[config.mk]
export PLATFORM = sky130hd
export DESIGN_NAME = divider_inverse_param
export DESIGN_NICKNAME = d
export VERILOG_FILES = /design/src/rtl/divider_inverse_param.sv
export SDC_FILE = /design/constraint.sdc
export NUM_CORES = 1
export LEC_CHECK = 0
export CAP_MARGIN = 40
export CORE_AREA = 2 2 142 88
export CTS_CLUSTER_SIZE = 16
export DETAILED_ROUTE_END_ITERATION = 10
export DIE_AREA = 0 0 144 90
export PLACE_DENSITY = 0.66
export SLEW_MARGIN = 20
export SYNTH_ARGS = -nofsm -noshare
export SYNTH_HDL_FRONTEND = slang
export SYNTH_SLANG_ARGS = --single-unit
[constraint.sdc]
create_clock -name clk -period 2.9 [get_ports clk]
set_clock_uncertainty 0.1 [all_clocks]
set_input_delay 0.29 -clock clk [delete_from_list [all_inputs] [get_ports clk]]
set_output_delay 0.29 -clock clk [all_outputs]
set_load 0.05 [all_outputs]
[src/rtl/divider_inverse_param.sv]
// divider_inverse_param: sequential shift-add quotient*divisor+remainder with strt/idle handshake
module divider_inverse_param #(
  parameter int WIDTH   = 8,
  parameter int COUNT_W = 3
) (
  input  logic                 clk,
  input  logic                 rst,
  input  logic                 strt,
  input  logic [WIDTH-1:0]     quotient,
  input  logic [WIDTH-1:0]     divisor,
  input  logic [WIDTH-1:0]     remainder,
  output logic [2*WIDTH-1:0]   result,
  output logic                 not_valid,
  output logic                 overflow,
  output logic                 idle
);
  typedef enum logic {IDLE, CALC} state_t;
  state_t               r_state;
  logic [2*WIDTH-1:0]   r_acc;
  logic [2*WIDTH-1:0]   r_mcand;
  logic [WIDTH-1:0]     r_mplier;
  logic [WIDTH-1:0]     r_rem;
  logic [WIDTH-1:0]     r_div;
  logic [COUNT_W-1:0]   r_cnt;
  logic [2*WIDTH-1:0]   w_acc_next;
  logic                 w_last;
  // one accumulate step: add the shifted multiplicand when the current multiplier bit is set
  always_comb begin
    w_acc_next = r_acc + (r_mplier[0] ? r_mcand : '0);
    w_last     = r_cnt == COUNT_W'(WIDTH - 1);
  end
  // latch operands on start, iterate WIDTH steps, publish result on the final step
  always_ff @(posedge clk) begin
    if (rst) begin
      r_state   <= IDLE;
      r_acc     <= '0;
      r_mcand   <= '0;
      r_mplier  <= '0;
      r_rem     <= '0;
      r_div     <= '0;
      r_cnt     <= '0;
      result    <= '0;
      not_valid <= 1'b0;
      overflow  <= 1'b0;
      idle      <= 1'b1;
    end else if (r_state == IDLE) begin
      if (strt) begin
        r_acc    <= {{WIDTH{1'b0}}, remainder};
        r_mcand  <= {{WIDTH{1'b0}}, divisor};
        r_mplier <= quotient;
        r_rem    <= remainder;
        r_div    <= divisor;
        r_cnt    <= '0;
        idle     <= 1'b0;
        r_state  <= CALC;
      end
    end else begin
      r_acc    <= w_acc_next;
      r_mcand  <= r_mcand << 1;
      r_mplier <= r_mplier >> 1;
      r_cnt    <= r_cnt + 1'b1;
      if (w_last) begin
        result    <= w_acc_next;
        not_valid <= r_rem >= r_div;
        overflow  <= |w_acc_next[2*WIDTH-1:WIDTH];
        idle      <= 1'b1;
        r_state   <= IDLE;
      end
    end
  end
endmodule

==> flow_metrics.tcl <==
set metrics [dict create \
    outcome "completed" \
    max_clock_freq_mhz 360 \
    p_total_mw 2.61 \
    hp-start "rst" \
    p_int_mw 2.00 \
    rows 31 \
    num_vias 3456 \
    cts.path.max_buffers 2 \
    p_switching_uw 613 \
    grt_pass1_wl_mm 16.4 \
    synth_top_area_frac 0.394 \
    startpoint_type "flop" \
    coreArea_um2 11800 \
    grt.total_usage 0.158 \
    grt_max_degree 39 \
    ys.flop_type "dfxtp_1" \
    synth_area_leader_cell "dfxtp_1" \
    nets 578 \
    vias_per_cell 4.97 \
    ys_seq_area_frac 0.394 \
    place.gp.congestion 0.895 \
    critPathMaxFanout 8 \
    tightest_slew_ns 0.681 \
    crit_arrival_ns 2.87 \
    finalSetupTns_ns 0 \
    yosysUniqueCellTypes 43 \
    power_density_nw_per_um2 523 \
    hold_viol 0 \
    hold_buffers 0 \
    path_class "flop to flop" \
    comb_power_share 0.099 \
    die_w_um 144 \
    wl_per_cell_um 14.4 \
    synth_fa_ha_area_frac 0.0829 \
    synth_fp_nets 545 \
    worstSetupStartpoint "r_mplier[0]$_SDFFE_PP0P_" \
    peakVddDrop_uv 270 \
    clock_sinks 79 \
    drtIter0Drc 205 \
    syn_area_per_cell_um2 8.16 \
    synth-compound-area-share 0.190 \
    seqCellArea_um2 1580 \
    hpwl_mm 7.43 \
    antenna_found_initial 0 \
    ys_top_cells_by_count "79 x dfxtp_1, 70 x nor2_1, 68 x a21oi_1" \
    setup_viol 0 \
    syn_area_um2 4020 \
    min_period_ns 2.78 \
    cts.clk_slew.worst_paths_ns 0.06 \
    drtPass1Iterations 4 \
    fin_ws_ns 0.125 \
    pre_cts_slack_ns 0.0665 \
    synth_mux_area_frac 0.0474 \
    synth_top_family_by_area "simple AND/OR/NAND/NOR gates" \
    clk_latency_ns 0.33 \
    synth_most_common_cell "dfxtp_1" \
    synthSimpleGateAreaFrac 0.217 \
    die_y_um 90 \
    relSlewSlack 0.546 \
    ys_seq_elements 79 \
    synthTopCellsByArea "dfxtp_1 39%, a21oi_1 8.5%, ha_1 7.8%" \
    cts_root_buf "clkbuf_16" \
    htreeDepth 3 \
    synth-edff-count 0 \
    cts_buffers 9 \
    diodes 0 \
    multi_input_area_um2 2300 \
    grt-ovfl-total 0 \
    async_flop_share 0 \
    route.detailed.drc 0 \
    r2r-start "r_mplier[0]$_SDFFE_PP0P_" \
    fillers 1160 \
    drv_slew 0 \
    drive_above_1_share 0.0811 \
    period_share 0.957 \
    drv_cap 0 \
    antenna_left 0 \
    required_ns 3.00 \
    pwr-share-seq 0.443 \
    netlist_instances 492 \
    dieArea_um2 13000 \
    min_path_type "input port to flop" \
    pwr-share-clk 0.457 \
    yosysWarnings 0 \
    p_sw_frac 0.235 \
    portBuffers 45 \
    synthXorXnorAreaFrac 0.0284 \
    total_leakage_power_nw 2.02 \
    cts_tree "done" \
    first_global_vias 3244 \
    pin_count 46 \
    initial_utilization 0.342 \
    wl_mm 9.99 \
    crit_path_end_kind "flop" \
    syn_to_final_growth_pct 24.3 \
]
## timing repair
action,4_1_cts,5_1_grt
setup endpoints to repair,0,11
buffers inserted,0,0
resized for setup,0,9
hold endpoints to repair,0,0
## metrics by stage
stage | hold slack (ns) | instance area, um^2 | instances | utilization
after global routing | 0.268 | 4990 | 695 | 0.425
final | 0.257 | 4990 | 695 | 0.425
after detailed placement | 0.348 | 4640 | 679 | 0.395
after global placement | 0.344 | 4620 | 677 | 0.393
after floorplan | 0.326 | 4020 | 492 | -
after CTS | 0.248 | 4960 | 695 | 0.422
## critical path, cell delays in order (launching register included)
cell,delay [ns]
dfxtp_2,0.35
and2_1,0.16
ha_1,0.21
fa_2,0.36
a21o_1,0.20
a221o_1,0.38
a21o_1,0.19
a21o_1,0.19
xor2_2,0.17
nor3_1,0.21
a41oi_1,0.13
## logic make-up after synthesis
logic type,after synthesis
buffers and inverters,44
AO/OA/AOI/OAI,123
adder cells (fa/ha/maj),26
XOR/XNOR,13
flip-flops,79
multiplexers,19
AND/OR/NAND/NOR,188
## layout by cell type (no fill, tap or decap), types with 3 or more instances in the layout
| cell | instances |
|---|---|
| dfxtp_1 | 77 |
| nor2_1 | 70 |
| a21oi_1 | 67 |
| nand2_1 | 58 |
| clkdlybuf4s50_1 | 43 |
| ha_1 | 22 |
| mux2i_1 | 19 |
| and2_1 | 18 |
| a211oi_1 | 13 |
| nor3b_1 | 11 |
| inv_1 | 10 |
| xnor2_1 | 9 |
| clkbuf_16 | 9 |
| buf_4 | 9 |
| nor2b_1 | 8 |
| a21o_1 | 8 |
| nor3_1 | 8 |
| a22oi_1 | 7 |
| o21ai_0 | 6 |
| nand3_1 | 5 |
| a211o_1 | 4 |
| ha_2 | 3 |
## path summary, 6_finish.rpt
kind         cells past startpoint                endpoint  slack (ns)
max                             10   overflow$_SDFFE_PP0P_        0.12
min                              2  result[5]$_SDFFE_PP0P_        0.26
max reg2reg                     10   overflow$_SDFFE_PP0P_        0.12
min reg2reg                      2   r_div[1]$_SDFFE_PP0P_        0.36
## layer usage
layer | track usage | wire length, um | part of all wire
met1 | 0.243 | 5380 | 0.54
met2 | 0.210 | 3920 | 0.39
met3 | 0.0549 | 628 | 0.063
met4 | 0.0335 | 69 | 0.0069
met5 | 0 | 0 | 0
## power by group through the flow
stage               sequential, mW  clock (mW)  combinational, mW
finish                        1.16        1.19              0.260
global route                  1.16        1.27              0.290
CTS                           1.16        1.22              0.259
detailed placement            1.18           0              0.257
global placement              1.18           0              0.247
floorplan                     1.17           0              0.170
## sequential cells by signal, indices dropped and copies added, names as in the netlist
signal     count
r_mplier       8
r_mcand       16
result        16
idle           1
not_valid      1
overflow       1
r_cnt          3
r_rem          8
r_acc         16
r_div          8
r_state        1
## cell type report
class | instances | area share
clock buffers | 11 | 0.0466
clock inverters | 5 | 0.0163
inverters | 10 | 0.00752
multi-input cells | 369 | 0.461
flip-flops and latches | 79 | 0.317
well taps | 165 | 0.0414
repair buffers | 56 | 0.110
No activity file was read; power rests on OpenSTA's default activity.
==> RTL change 1: new RTL, config.mk and constraints unchanged <==
The parameter `WIDTH` goes from 8 to 10.
--- a/src/rtl/divider_inverse_param.sv
+++ b/src/rtl/divider_inverse_param.sv
@@ -1,6 +1,6 @@
 // divider_inverse_param: sequential shift-add quotient*divisor+remainder with strt/idle handshake
 module divider_inverse_param #(
-  parameter int WIDTH   = 8,
+  parameter int WIDTH   = 10,
   parameter int COUNT_W = 3
 ) (
   input  logic                 clk,
Ports: changed (resized divisor, quotient, remainder and result); port bits go from 46 to 56. The function was not compared with the original's and may differ.
==> RTL change 1 against the original RTL <==
  * Sequential share of layout area down 0.87 points
  * Cell count up 21%
  * Critical path depth up 1
  * Power up 15%
  * Maximum frequency down 2.7%
  * Area after synthesis up 26%
  * Setup slack worse by 78 ps
  * Combinational power up 51%
  * Largest power group is now sequential cells
  * Sequential cell count up 18
  * Cell area up 26%
  * Largest cell class unchanged
  * Wire length up 26%
==> RTL change 1: results (changes against the original RTL) <==
metric;value;unit;change
Metal-1 WL;6582;um;+22%
DR iter-0 viols;231;;+13%
synthesized area per cell;8.158;sq um;about the same
Area contributors post-synth;dfxtp_1, a21oi_1, ha_1, nor2_1, nand2_1;;
GRT Overall Usage;0.1995;;+0.04100
first-pass GRT wire length;20620;um;+26%
# nets final;735;;+27%
Placer Congestion;0.9580;;+7.0%
asr flop ratio synth;0;;unchanged
pwr/cell area;477.3;nW/um^2;-8.7%
Lkg Pwr;2.436;nW;+21%
pin count of the biggest net entering global routing;78;;+100%
share of post-route cells with drive strength above 1;0.1187;;+0.03756
Non-Filler Instances;839;;+21%
Tmin final;2853;ps;+77.99 ps
metal2 WL;5002;um;+28%
Setup WS pre-CTS;-24.90;ps;-91.43 ps
worst hold path type;register to register;;
Yosys cell types;50;;+16%
Seq/Total Area, Yosys;0.3833;;-0.01059
highest ir drop seen on vdd;0.0002769;V;+2.7%
met2 Usage GRT;0.2738;;+0.06349
met3 wire len;831;um;+32%
biggest regs;r_acc x20, r_mcand x20, result x20;;
per-cell routed wire length;14.97;um;+4.2%
reg2reg path depth;11;;+1
via count;4411;;+28%
CTS buffer count;9;;unchanged
outcome;finished clean;;
Critical-path top delay cell;fa_2;;
vias in the first global route;4158;;+28%
Mapped Nets;686;;+26%
hpwl dp;9251;um;+25%
Crit path max-delay family;simple AND/OR/NAND/NOR gates;;
hold_ws;356.4;ps;+99.02 ps
met1 GRT Util;0.3039;;+0.06135
GR Util met3;0.05541;;+0.0005328
final-layout fill cell count;1134;;-2.2%
antenna violations before repair;0;;unchanged
uppermost routed layer;met4;;
latest clock arrival within the worst-skew pair;350;ps;+20 ps
top cells by count, synth;dfxtp_1, a21oi_1, nor2_1;;
worst-path maximum fanout;4;;-4
Pre-antenna DRT Iters;5;;+1
placed standard-cell area;5829;sq um;+26%
port bufs;55;;+22%
Cells after DPL;821;;+21%
worst slew pin tran;729.1;ps;+47.75 ps
==> RTL change 1: cell count changes after synthesis, sizes merged, moves of 7 or more <==
cell	change
mux2i	+7
o21ai	+8
nor2	+16
nand2	+25
dfxtp	+18
a21oi	+19
==> RTL change 1: cell families (layout without fill, tap and decap cells) <==
| logic type | Yosys count | in the layout | share of synthesized area |
|---|---|---|---|
| AO/OA/AOI/OAI | 161 | 161 | 0.2038 |
| XOR/XNOR | 18 | 18 | 0.03260 |
| adder cells (fa/ha/maj) | 32 | 32 | 0.08051 |
| buffers and inverters | 57 | 110 | 0.04248 |
| flip-flops | 97 | 97 | 0.3833 |
| multiplexers | 26 | 26 | 0.05137 |
| AND/OR/NAND/NOR | 230 | 230 | 0.2060 |
==> RTL change 1: worst min path at each step <==
stage                          start         end  depth (start not counted)
after floorplan           divisor[1]    r_div[1]                          2
after global placement    result[18]  result[18]                          2
after detailed placement    r_div[4]    r_div[4]                          2
after CTS                        rst   result[5]                          2
after global routing        r_div[4]    r_div[4]                          2
final                       r_rem[0]    r_rem[0]                          2
==> RTL change 1: power breakdown <==
group          internal, mW  total [mW]  switching, mW
Clock                 0.667        1.19          0.521
Combinational         0.168       0.392          0.225
Sequential             1.39        1.43         0.0418
Total                  2.22        3.01          0.788
==> RTL change 1: area by class of cell <==
class | count | share of cell area
multi-input combinational | 467 | 0.4857
sequential | 97 | 0.3086
timing repair buffer | 79 | 0.1170
clock buffer | 9 | 0.03574
tap | 165 | 0.03276
clock inverter | 6 | 0.01072
inverter | 16 | 0.009531
==> RTL change 1: what timing repair did <==
action / in CTS / in global routing
gates resized for setup: 3 / 24
hold endpoints to repair: 0 / 0
pin swaps: 0 / 14
hold buffers: 0 / 0
setup buffers: 0 / 3
endpoints found under the setup margin: 1 / 5
==> RTL change 2: new RTL, same flow settings <==
Without the edit above. Put one more register stage on the output `result`, cleared by the reset. The value now appears one clock later. The other outputs are not delayed to match.
--- a/src/rtl/divider_inverse_param.sv
+++ b/src/rtl/divider_inverse_param.sv
@@ -15,6 +15,8 @@
   output logic                 idle
 );
   typedef enum logic {IDLE, CALC} state_t;
+
+  logic [2*WIDTH-1:0] result_s0;
   state_t               r_state;
   logic [2*WIDTH-1:0]   r_acc;
   logic [2*WIDTH-1:0]   r_mcand;
@@ -39,7 +41,7 @@
       r_rem     <= '0;
       r_div     <= '0;
       r_cnt     <= '0;
-      result    <= '0;
+      result_s0 <= '0;
       not_valid <= 1'b0;
       overflow  <= 1'b0;
       idle      <= 1'b1;
@@ -60,7 +62,7 @@
       r_mplier <= r_mplier >> 1;
       r_cnt    <= r_cnt + 1'b1;
       if (w_last) begin
-        result    <= w_acc_next;
+        result_s0 <= w_acc_next;
         not_valid <= r_rem >= r_div;
         overflow  <= |w_acc_next[2*WIDTH-1:WIDTH];
         idle      <= 1'b1;
@@ -68,5 +70,13 @@
       end
     end
   end
+  always_ff @(posedge clk) begin
+    if (rst) begin
+      result <= '0;
+    end else begin
+      result <= result_s0;
+    end
+  end
+
 endmodule
 
Behaviour: not the same (Yosys sat finds a counterexample within 10 cycles, from zero or initial values and one cycle with rst high).
==> RTL change 2 against the original RTL <==
  * Synthesized cell count up 10%
  * Setup slack worse by 16 ps
  * Sequential cell count increased by 16
  * Count of clock-buffer cells in the layout fell by 1
  * Cell area up 10%
  * Clock power hardly changed
  * Area after synthesis rose by 13%
  * Power increased by 8.7%
  * Global-route usage increased by 1.0 points
  * Die area stayed put
  * Wire length grew 9.6%
  * Largest cell class unchanged
==> RTL change 2: results (changes against the original RTL) <==
metric;value;unit;change
outcome;finished clean;;
first-pass GRT wire length;17090;um;+4.5%
Placer Congestion;0.9698;;+8.3%
clock tree buffer depth;2;;unchanged
Yosys cell types;42;;-2.3%
highest ir drop seen on vdd;0.0002710;V;+0.55%
final wirelength;10950;um;+9.6%
hold endpoint;result_s0[0];;
FF-to-FF setup slack;110;ps;-20 ps
hpwl dp;7922;um;+6.7%
DR iter-0 viols;271;;+32%
Max stage delay on crit path;400;ps;+20 ps
port bufs;45;;unchanged
share of post-route cells with drive strength above 1;0.06985;;-0.01129
r2r endpoint;overflow;;
worst-path maximum fanout;3;;-5
placed standard-cell area;5172;sq um;+11%
Seq/Total Area, Yosys;0.4206;;+0.02669
# nets final;635;;+9.9%
final-layout fill cell count;1124;;-3.1%
latest clock arrival within the worst-skew pair;350;ps;+20 ps
via count;3816;;+10%
GRT Overall Usage;0.1688;;+0.01037
vias in the first global route;3273;;+0.89%
Area contributors post-synth;dfxtp_1, a21oi_1, ha_1, nor2_1, nand2_1;;
CP arrival;2930;ps;+60 ps
Mapped Nets;595;;+9.2%
synthesis-to-layout area growth;21.78;%;
antenna violations before repair;0;;unchanged
Setup WS pre-CTS;16.37;ps;-50.16 ps
worst hold path type;register to register;;
worst relative slew slack;0.5159;;-0.02985
pin count of the biggest net entering global routing;53;;+36%
Fmax;358.3;MHz;-0.56%
asr flop ratio synth;0;;unchanged
Lkg Pwr;2.214;nW;+9.8%
Pre-antenna DRT Iters;5;;+1
top cells by count, synth;dfxtp_1, nor2_1, a21oi_1;;
beginning of the worst hold path;result_s0[0];;
==> RTL change 2: what timing repair did <==
item,CTS,global route
endpoints found under the setup margin,0,2
gates resized for setup,0,3
hold buffers,0,0
setup buffers,0,2
==> RTL change 2: area by class of cell <==
type | instances | area share
Sequential cell | 95 | 0.3456
Tap cell | 165 | 0.03749
Timing Repair Buffer | 61 | 0.1063
Clock inverter | 6 | 0.01091
Inverter | 16 | 0.01091
Multi-Input combinational cell | 399 | 0.4454
Clock buffer | 10 | 0.04340
==> RTL change 2: cell families after synthesis <==
group / share of synthesized area
muxes: 0.04649
AOI/OAI and AO/OA: 0.1699
buffers and inverters: 0.03985
DFF: 0.4206
and+or+nand+nor: 0.2263
adders and majority gates: 0.07360
xor gates and xnor gates: 0.02324
==> RTL change 2: report_power, final <==
| part | leakage [nW] | internal, mW | switching, mW | total [mW] |
|---|---|---|---|---|
| clock network | 0.149 | 0.631 | 0.559 | 1.19 |
| logic | 1.29 | 0.117 | 0.153 | 0.270 |
| registers | 0.773 | 1.34 | 0.0330 | 1.38 |
==> RTL change 2: stage by stage <==
| step | cells | power [mW] | hold WS [ps] |
|---|---|---|---|
| 3_3_place_gp | 733 | 1.663 | 341.5 |
| 5_1_grt | 752 | 2.946 | 378.2 |
| 4_1_cts | 749 | 2.864 | 354.1 |
| 6_report | 752 | 2.837 | 354.0 |
| 3_5_place_dp | 733 | 1.670 | 343.8 |
| 2_1_floorplan | 542 | 1.566 | 326.0 |
==> RTL change 2: routing by layer <==
layer,vias to the layer above,GRT usage,wire (um)
li1,1947,-,-
met1,1734,0.2778,5835
met2,127,0.2095,4191
met3,8,0.04369,839
met4,0,0.04248,87
met5,-,0,0
